File: src/rtl/key_pkg.sv
// rtl/key_pkg.sv - shared HID direction key codes and key filter FSM state type
//
// Purpose: constants and types shared by the key filter and the motion stage.
//   KEY_A / KEY_W / KEY_S / KEY_D : HID usage codes of the four direction keys
//   KEY_NONE                      : empty HID slot
//   key_state_t                   : filter FSM states
//   is_dir_key()                  : true when a slot holds one of the direction keys
package key_pkg;

  localparam logic [7:0] KEY_A    = 8'h04;
  localparam logic [7:0] KEY_W    = 8'h1A;
  localparam logic [7:0] KEY_S    = 8'h16;
  localparam logic [7:0] KEY_D    = 8'h07;
  localparam logic [7:0] KEY_NONE = 8'h00;

  typedef enum logic [1:0] {
    IDLE      = 2'd0,
    ARMING    = 2'd1,
    HELD      = 2'd2,
    RELEASING = 2'd3
  } key_state_t;

  function automatic logic is_dir_key(input logic [7:0] k);
    return (k == KEY_A) || (k == KEY_W) || (k == KEY_S) || (k == KEY_D);
  endfunction

endpackage

File: src/rtl/key_slot_select.sv
// rtl/key_slot_select.sv - picks one direction key out of the two-slot HID word
//
// Purpose: combinational slot decode; slot0 has priority over slot1.
// Ports:
//   keycode_raw [15:0] in  : raw HID keys, slot0 = [7:0], slot1 = [15:8]
//   sel         [7:0]  out : selected direction key, KEY_NONE when neither slot has one
//   sel_valid          out : sel holds a direction key
module key_slot_select
  import key_pkg::*;
(
  input  logic [15:0] keycode_raw,
  output logic [7:0]  sel,
  output logic        sel_valid
);

  logic [7:0] slot0;
  logic [7:0] slot1;

  assign slot0 = keycode_raw[7:0];
  assign slot1 = keycode_raw[15:8];

  always_comb begin
    sel = KEY_NONE;
    if (is_dir_key(slot0)) begin
      sel = slot0;
    end else if (is_dir_key(slot1)) begin
      sel = slot1;
    end
    sel_valid = (sel != KEY_NONE);
  end

endmodule

File: src/rtl/key_cmd_filter.sv
// rtl/key_cmd_filter.sv - per-frame debounce of one direction key for the motion stage
//
// Purpose: selects a direction key from the raw HID word, requires STABLE_FRAMES
// consecutive samples to accept a press or a release, and reports the clean key,
// a one-frame event pulse per accepted press (and per auto-repeat when built with
// KEY_CMD_FILTER_REPEAT_EN) and a modulo-256 event count. All outputs registered.
// Ports:
//   frame_clk          in  : frame clock, state updates on rising edge
//   Reset              in  : asynchronous, active-high reset
//   keycode_raw [15:0] in  : raw HID keys, slot0 = [7:0], slot1 = [15:8]
//   keycode     [15:0] out : accepted key zero-extended, 0 when none held
//   key_event          out : one-frame pulse per accepted press or repeat
//   event_count [7:0]  out : number of key_event pulses modulo 256
//   held               out : FSM in HELD or RELEASING
// Build option: KEY_CMD_FILTER_REPEAT_EN adds the auto-repeat counter.
module key_cmd_filter
  import key_pkg::*;
#(
  parameter int STABLE_FRAMES = 3,
  parameter int REPEAT_FRAMES = 15
) (
  input  logic        frame_clk,
  input  logic        Reset,
  input  logic [15:0] keycode_raw,
  output logic [15:0] keycode,
  output logic        key_event,
  output logic [7:0]  event_count,
  output logic        held
);

  localparam logic [4:0] STABLE_W  = 5'(STABLE_FRAMES);
  localparam bit         ONE_FRAME = (STABLE_FRAMES == 1);

  if (STABLE_FRAMES < 1 || STABLE_FRAMES > 15) begin : g_bad_stable
    $error("key_cmd_filter: STABLE_FRAMES must be within 1..15");
  end
  if (REPEAT_FRAMES < 1 || REPEAT_FRAMES > 255) begin : g_bad_repeat
    $error("key_cmd_filter: REPEAT_FRAMES must be within 1..255");
  end

  logic [7:0]  sel;
  logic        sel_valid;

  key_state_t  state_q, state_d;
  logic [7:0]  cand_q, cand_d;
  logic [7:0]  hold_key_q, hold_key_d;
  logic [3:0]  cnt_q, cnt_d;
  logic [15:0] keycode_q, keycode_d;
  logic        key_event_q, key_event_d;
  logic [7:0]  event_count_q, event_count_d;
  logic        held_q, held_d;

  logic        press;
  logic        do_release;
  logic        cnt_reach;
  logic        repeat_fire;
  logic        event_now;

  key_slot_select u_slot_select (
    .keycode_raw (keycode_raw),
    .sel         (sel),
    .sel_valid   (sel_valid)
  );

  // State register
  always_ff @(posedge frame_clk or posedge Reset) begin
    if (Reset) begin
      state_q       <= IDLE;
      cand_q        <= KEY_NONE;
      hold_key_q    <= KEY_NONE;
      cnt_q         <= 4'd0;
      keycode_q     <= 16'h0000;
      key_event_q   <= 1'b0;
      event_count_q <= 8'd0;
      held_q        <= 1'b0;
    end else begin
      state_q       <= state_d;
      cand_q        <= cand_d;
      hold_key_q    <= hold_key_d;
      cnt_q         <= cnt_d;
      keycode_q     <= keycode_d;
      key_event_q   <= key_event_d;
      event_count_q <= event_count_d;
      held_q        <= held_d;
    end
  end

  // Next-state logic
  always_comb begin
    state_d    = state_q;
    cand_d     = cand_q;
    hold_key_d = hold_key_q;
    cnt_d      = cnt_q;
    press      = 1'b0;
    do_release = 1'b0;
    // cnt counts matching samples so far; this sample would be number cnt+1
    cnt_reach  = ({1'b0, cnt_q} + 5'd1) >= STABLE_W;

    unique case (state_q)
      IDLE: begin
        if (sel_valid) begin
          cand_d = sel;
          cnt_d  = 4'd1;
          if (ONE_FRAME) begin
            hold_key_d = sel;
            press      = 1'b1;
            state_d    = HELD;
          end else begin
            state_d = ARMING;
          end
        end
      end
      ARMING: begin
        if (!sel_valid) begin
          state_d = IDLE;
        end else if (sel == cand_q) begin
          cnt_d = cnt_q + 4'd1;
          if (cnt_reach) begin
            hold_key_d = cand_q;
            press      = 1'b1;
            state_d    = HELD;
          end
        end else begin
          cand_d = sel;
          cnt_d  = 4'd1;
        end
      end
      HELD: begin
        if (sel != hold_key_q) begin
          cnt_d = 4'd1;
          // A single stable frame means the first mismatch is already the release
          if (ONE_FRAME) begin
            do_release = 1'b1;
          end else begin
            state_d = RELEASING;
          end
        end
      end
      RELEASING: begin
        if (sel == hold_key_q) begin
          state_d = HELD;
        end else begin
          cnt_d = cnt_q + 4'd1;
          if (cnt_reach) begin
            do_release = 1'b1;
          end
        end
      end
      default: begin
        state_d = IDLE;
      end
    endcase

    // The releasing sample doubles as the first arming sample of a new key
    if (do_release) begin
      if (sel_valid) begin
        cand_d  = sel;
        cnt_d   = 4'd1;
        state_d = ARMING;
      end else begin
        cnt_d   = 4'd0;
        state_d = IDLE;
      end
    end
  end

`ifdef KEY_CMD_FILTER_REPEAT_EN
  localparam logic [7:0] REPEAT_W = 8'(REPEAT_FRAMES);

  logic [7:0] rpt_q, rpt_d;

  // Counts only HELD->HELD edges, so it holds its value across a RELEASING glitch
  always_comb begin
    rpt_d       = rpt_q;
    repeat_fire = 1'b0;
    if (press) begin
      rpt_d = 8'd0;
    end else if (state_q == HELD && state_d == HELD) begin
      if (rpt_q + 8'd1 == REPEAT_W) begin
        rpt_d       = 8'd0;
        repeat_fire = 1'b1;
      end else begin
        rpt_d = rpt_q + 8'd1;
      end
    end
  end

  always_ff @(posedge frame_clk or posedge Reset) begin
    if (Reset) begin
      rpt_q <= 8'd0;
    end else begin
      rpt_q <= rpt_d;
    end
  end
`else
  always_comb begin
    repeat_fire = 1'b0;
  end
`endif

  // Output logic
  always_comb begin
    event_now = press | repeat_fire;
    keycode_d = keycode_q;
    if (press) begin
      keycode_d = {8'h00, hold_key_d};
    end else if (do_release) begin
      keycode_d = 16'h0000;
    end
    key_event_d   = event_now;
    event_count_d = event_count_q + {7'd0, event_now};
    held_d        = (state_d == HELD) || (state_d == RELEASING);
  end

  assign keycode     = keycode_q;
  assign key_event   = key_event_q;
  assign event_count = event_count_q;
  assign held        = held_q;

endmodule
File: config.mk
export PLATFORM = sky130hd
export DESIGN_NAME = key_cmd_filter
export DESIGN_NICKNAME = d
export VERILOG_FILES = /design/src/rtl/key_pkg.sv /design/src/rtl/key_slot_select.sv /design/src/rtl/key_cmd_filter.sv
export SDC_FILE = /design/constraint.sdc
export NUM_CORES = 1
export LEC_CHECK = 0
export ABC_AREA = 1
export BUFFER_PORTS_ARGS = -buffer_cell sky130_fd_sc_hd__buf_2
export CAP_MARGIN = 20
export CORE_MARGIN = 2
export CORE_UTILIZATION = 60
export CTS_BUF_LIST = sky130_fd_sc_hd__clkbuf_16
export DETAILED_ROUTE_END_ITERATION = 8
export HOLD_SLACK_MARGIN = 0.12
export PLACE_DENSITY = 0.84
export SYNTH_ARGS = -nofsm -noshare
export SYNTH_HDL_FRONTEND = slang
export SYNTH_SLANG_ARGS = --single-unit
File: constraint.sdc
create_clock -name frame_clk -period 5.6 [get_ports frame_clk]
set_input_delay 1.12 -clock frame_clk [delete_from_list [all_inputs] [get_ports frame_clk]]
set_output_delay 1.12 -clock frame_clk [all_outputs]
set_load 0.01 [all_outputs]
======== Yosys cells after proc, flatten, opt, wreduce, memory -nomap -nowiden ========
Cells that the tools add are included.
storage, ports and cells
  input bits .............................. 18
  flip-flop bits (word level) ............. 48
cells by class
  eq/ne operators ......................... 20
  add/subtract/negate cells ............... 3
  reductions and logical operators ........ 11
  order comparisons ....................... 1
  mux-type cells .......................... 37
operator list
  cell                                                               number
  2-to-1 mux 8 bit                                                   11
  equality test 8 x 3 -> 1 bit, second input constant                4
  equality test 8 x 5 -> 1 bit, second input constant                4
  2-to-1 mux 16 bit                                                  2
  2-to-1 mux 4 bit                                                   6
  equality test 8 bit                                                2
  case mux 4 bit (4 select lines)                                    1
  case mux 8 bit (2 select lines)                                    1
  2-to-1 mux 2 bit                                                   7
  != test 3 bit, second input constant                               4
  adder 8 x 1 -> 8 bit                                               1
  equality test 2 bit, second input constant                         4
  2-to-1 mux 1 bit                                                   8
  != test 8 bit                                                      1
  case mux 2 bit (4 select lines)                                    1
  nonzero test 8 bit                                                 1
  logical OR 1 bit                                                   7
  adder 4 x 1 -> 5 bit, second input constant                        1
  greater-or-equal comparator 5 x 2 -> 1 bit, second input constant  1
  adder 4 x 1 -> 4 bit, second input constant                        1
  AND reduction 4 bit                                                1
  equality test 2 x 1 -> 1 bit, second input constant                1
  logical NOT 2 bit                                                  1
  nonzero test 2 bit                                                 1

======== Longest topological paths before layout ========
  depth in word-level cells ............... 13
  gate-level depth with buffers ........... 19

======== Cells and area by module ========
Synthesis repeated with hierarchy kept, for this count alone.
unflattened totals
  cell total of the unflattened synthesis .. 337
  area, all modules ....................... 2640.0 um^2
by module, submodules not included
  module           area an instance (um^2)  sequential area each (um^2)  times used  cells an instance
  key_cmd_filter   2319.7                   1001.0                       1           277
  key_slot_select  320.3                    0.0                          1           60

======== Worst setup path after synthesis ========
No wires, ideal clock.
  path kind ............................... input-to-reg
  from .................................... in keycode_raw[5]
  to ...................................... reg event_count_q[7] (netlist: event_count[7])
  required time ........................... 5.476 ns
  stages .................................. 17
  arrival ................................. 3.135 ns
  buffers on the path ..................... 1
  path slack .............................. 2.341 ns
  cell sequence ........................... nor2_1 nand2_1 nor2_8 nand3_4 nand2_2 nand2_4 nand2_8 nand2_4 nor2_4 nand4_4 inv_2 buf_8 ha_1 nand3_1 nor2_1 nand3_1 xnor2_1
on the way
  word-level cells in the longest chain between the ends .. 10
  elaborated cells on any way between the ends .. 14
  those cells by class .................... add/sub: 1; eq/ne: 5; mux: 4; reduce/logical: 4
ends and longest elaborated chain
  element                                                                              line                   RTL
  start, declared                                                                      key_cmd_filter.sv:24   input logic [15:0] keycode_raw,
  equality test 8 x 3 -> 1 bit / equality test 8 x 5 -> 1 bit (equally long branches)  key_pkg.sv:24          return (k == KEY_A) || (k == KEY_W) || (k == KEY_S) || (k == KEY_D);
  logical OR 1 bit (3 in a row)                                                        key_pkg.sv:24
  2-to-1 mux 8 bit (*)                                                                 key_slot_select.sv:24  if (is_dir_key(slot0)) begin
  equality test 8 bit                                                                  key_cmd_filter.sv:116  end else if (sel == cand_q) begin
  2-to-1 mux 1 bit                                                                     key_cmd_filter.sv:116
  2-to-1 mux 1 bit (*)                                                                 key_cmd_filter.sv:114  if (!sel_valid) begin
  2-to-1 mux 1 bit (*)                                                                 key_cmd_filter.sv:99   unique case (state_q)
  via event_now                                                                        key_cmd_filter.sv:57   logic event_now;
  adder 8 x 1 -> 8 bit (*)                                                             key_cmd_filter.sv:211  event_count_d = event_count_q + {7'd0, event_now};
  via event_count_d[7]                                                                 key_cmd_filter.sv:50   logic [7:0] event_count_q, event_count_d;
  end signal, assigned                                                                 key_cmd_filter.sv:83   event_count_q <= event_count_d;
  end, declared                                                                        key_cmd_filter.sv:50
Mark *: on every way through the listed nets, which the timed path passes. The rest lies on a longest branch.
A chain may end at the register's enable or synchronous reset.

======== Worst setup path after layout ========
  from .................................... in keycode_raw[5]
  to ...................................... reg event_count_q[7] (netlist: event_count[7])
on the way
  word-level cells in the longest chain between the ends .. 10
  elaborated cells on any way between the ends .. 14
  those cells by class .................... add/sub: 1; eq/ne: 5; mux: 4; reduce/logical: 4
ends and longest elaborated chain
  element                                                                              line
  equality test 8 x 3 -> 1 bit / equality test 8 x 5 -> 1 bit (equally long branches)  key_pkg.sv:24
  logical OR 1 bit (3 in a row)                                                        key_pkg.sv:24
  2-to-1 mux 8 bit (*)                                                                 key_slot_select.sv:24
  equality test 8 bit                                                                  key_cmd_filter.sv:116
  2-to-1 mux 1 bit                                                                     key_cmd_filter.sv:116
  2-to-1 mux 1 bit (*)                                                                 key_cmd_filter.sv:114
  2-to-1 mux 1 bit (*)                                                                 key_cmd_filter.sv:99
  adder 8 x 1 -> 8 bit (*)                                                             key_cmd_filter.sv:211
  via event_count_d[7]                                                                 key_cmd_filter.sv:50
Marks and branches as above.

==> reports/results.ini <==
[clocking]
root_buffer = clkbuf_16
h-tree-depth = 2
clk_latency_ps = 280
cts_buffers = 5
cts_sinks = 40
clock_path_buffers = 2
cts_setup_buffers = 0
tritoncts = yes
post_cts.resized_instances = 0
clk_pin_slew_ps = 60
hold_buffers = 0

[status]
outcome = completed

[finish]
final_area_sq_um = 2880
fill_cells = 299
drive_above_1_share_pct = 20.9
stdcell_count = 413
antenna_cells = 0
fin_nets = 384
synthToLayoutAreaGrowth_pct = 13.2

[worst_setup_path]
crit_required_ps = 5760
cp-start-kind = input pin
path_class = input pin to register
arrival_ps = 3670
cp-end-kind = register
crit_fanout = 12

[detailed_routing]
drt_pass1_iterations = 5
drc = 0
viasPerCell = 5.27
vias = 2176
wl_per_cell_um = 12.8
drt_iter0_drc = 230
postRouteAntennaNets = 0
drt_wl_total_um = 5280

[power_and_ir_drop]
powerDensity_nw_per_um2 = 258
p_total_mw = 0.743
worst_ir_drop_vdd_mv = 0.246
leakage_nw = 1.65

[die]
core_area_sq_um = 4030
die_w_um = 69.1
initial_core_util_pct = 63.0
rows = 23
die_h_um = 69.1
fp.dieArea_sq_um = 4770
ios = 44

[place]
dp_hpwl_um = 3930
dpl-instance-area_sq_um = 2730
dp_cells = 405
port_buffers = 35
gp_congestion = 0.890

[timing]
tightest_slew_ps = 502
fin_setup_tns_ps = 0
setup_viol = 0
max_slew_margin_pct = 66.5
fin_crit_ps = 3510
slew_viol_final = 0
max_freq_ghz = 0.285
rsz0062_at_grt = false
fin_skew_ps = 2.28
finalHoldViolations = 0
post-route-period-util_pct = 62.7

[global_routing]
grt_max_degree = 41
grt_pass1_vias = 2078
grt_remaining_overflow = 0
grt_antenna_before_repair = 0
grt_usage_pct = 24.3
grt_pass1_wl_um = 9430

[logic_synthesis]
yosys.cell_types.count = 33
yosys-top-cells-area = dfrtp_1 (39%), nand2_1 (10%), nand3_1 (9.1%)
syn_avg_cell_area_sq_um = 7.89
syn_inst = 322
synth_top_area_share_pct = 39.4
yosys_warnings = 0
yosysTopAreaCell = dfrtp_1
yosysSeqAreaShare_pct = 39.4
ys_ff_latch = 40
synth_area_sq_um = 2540

[min_path]
hp-class = register to register

[run]
maxCapViolations = 0

-- metrics by stage --
step,setup WS [ps],hold WS (ps),utilization (%)
after floorplan,2340,427,-
after global placement,1940,448,67.8
after detailed placement,1850,453,67.8
after CTS,2080,468,71.4
after global routing,1700,486,71.4
final,2090,461,71.4
-- path summary, 6_finish.rpt --
check	start	endpoint	slack [ps]	depth (start not counted)
max	keycode_raw[5]	event_count[7]	2090	17
min	keycode[2]	keycode[2]	460	2
max reg2reg	cnt_q[0]	event_count[7]	3030	12
min reg2reg	keycode[2]	keycode[2]	460	2
max in group asynchronous	Reset	cand_q[7]	4300	3
min in group asynchronous	Reset	event_count[6]	950	3
-- where the power goes --
part | switching, mW | leakage [nW] | internal [mW]
Sequential | 0.0258 | 0.523 | 0.306
Clock | 0.111 | 0.0635 | 0.163
Combinational | 0.0907 | 1.07 | 0.0465
-- worst max-delay path, cell delays in order --
cell,delay (ps)
buf_2,90
nor2_1,90
nand2_1,120
nor2_8,210
nand4_1,240
nand2_4,160
inv_4,60
nand2_8,90
nand2_4,80
nor2_4,140
nand4_4,150
inv_2,300
ha_1,240
nand3_1,110
nor2_1,160
nand3_1,130
xnor2_1,160
-- Yosys cell counts --
cell and number:
a21oi_1 2, a21oi_2 1, buf_2 1, buf_4 8
buf_8 1, conb_1 1, dfrtp_1 40, ha_1 4
inv_1 44, inv_2 4, inv_4 1, nand2_1 71
nand2_2 2, nand2_4 9, nand2_8 1, nand3_1 46
nand3_2 1, nand3_4 1, nand3b_1 1, nand4_1 12
nand4_4 1, nor2_1 23, nor2_2 3, nor2_4 2
nor2_8 2, o2111ai_1 2, o21ai_0 16, o21ai_1 5
o21ai_2 5, o21bai_1 1, o221ai_1 2, xnor2_1 5
xor2_1 4
-- placed cells by master, fill, tap and decap left out, types with 8 or more instances in the layout --
master,count
inv_1,44
nor2_1,23
nand2_1,71
buf_2,35
nand3_1,46
dfrtp_1,40
nand2_4,9
conb_1,8
nand4_1,12
o21ai_0,16
-- flip-flops by register name (all words and copies together) (netlist names) --
name and count:
held 1, keycode 8, event_count 8, cnt_q 4, hold_key_q 8, key_event 1
cand_q 8, state_q 2
-- layer usage --
| metal | up-vias | global-route usage [%] | wire (um) |
|---|---|---|---|
| met2 | 71 | 36.9 | 2480 |
| met3 | 11 | 4.97 | 280 |
| met1 | 975 | 33.7 | 2420 |
| met4 | 0 | 11.1 | 99 |
| li1 | 1119 | - | - |
| met5 | - | 0 | 0 |
-- kinds of logic after synthesis --
| kind of cell | after synthesis | synth area share, % |
|---|---|---|
| simple gates | 175 | 36.6 |
| buf+inv | 59 | 10.5 |
| flops | 40 | 39.4 |
| compound gates | 34 | 8.28 |
| xor+xnor | 9 | 3.10 |
| fa+ha+maj | 4 | 1.97 |
| other cells | 1 | 0.148 |
-- layout make-up --
class                   instances  area, sq um  share of cell area (%)
flip-flops and latches         40         1000                    34.8
clock buffers                   5          125                    4.35
well taps                      50         62.6                    2.18
clock inverters                 3         18.8                   0.653
repair buffers                 36          183                    6.35
inverters                      49          186                    6.48
multi-input cells             230         1300                    45.2
Note: power is estimated with default switching activity, not from simulation.
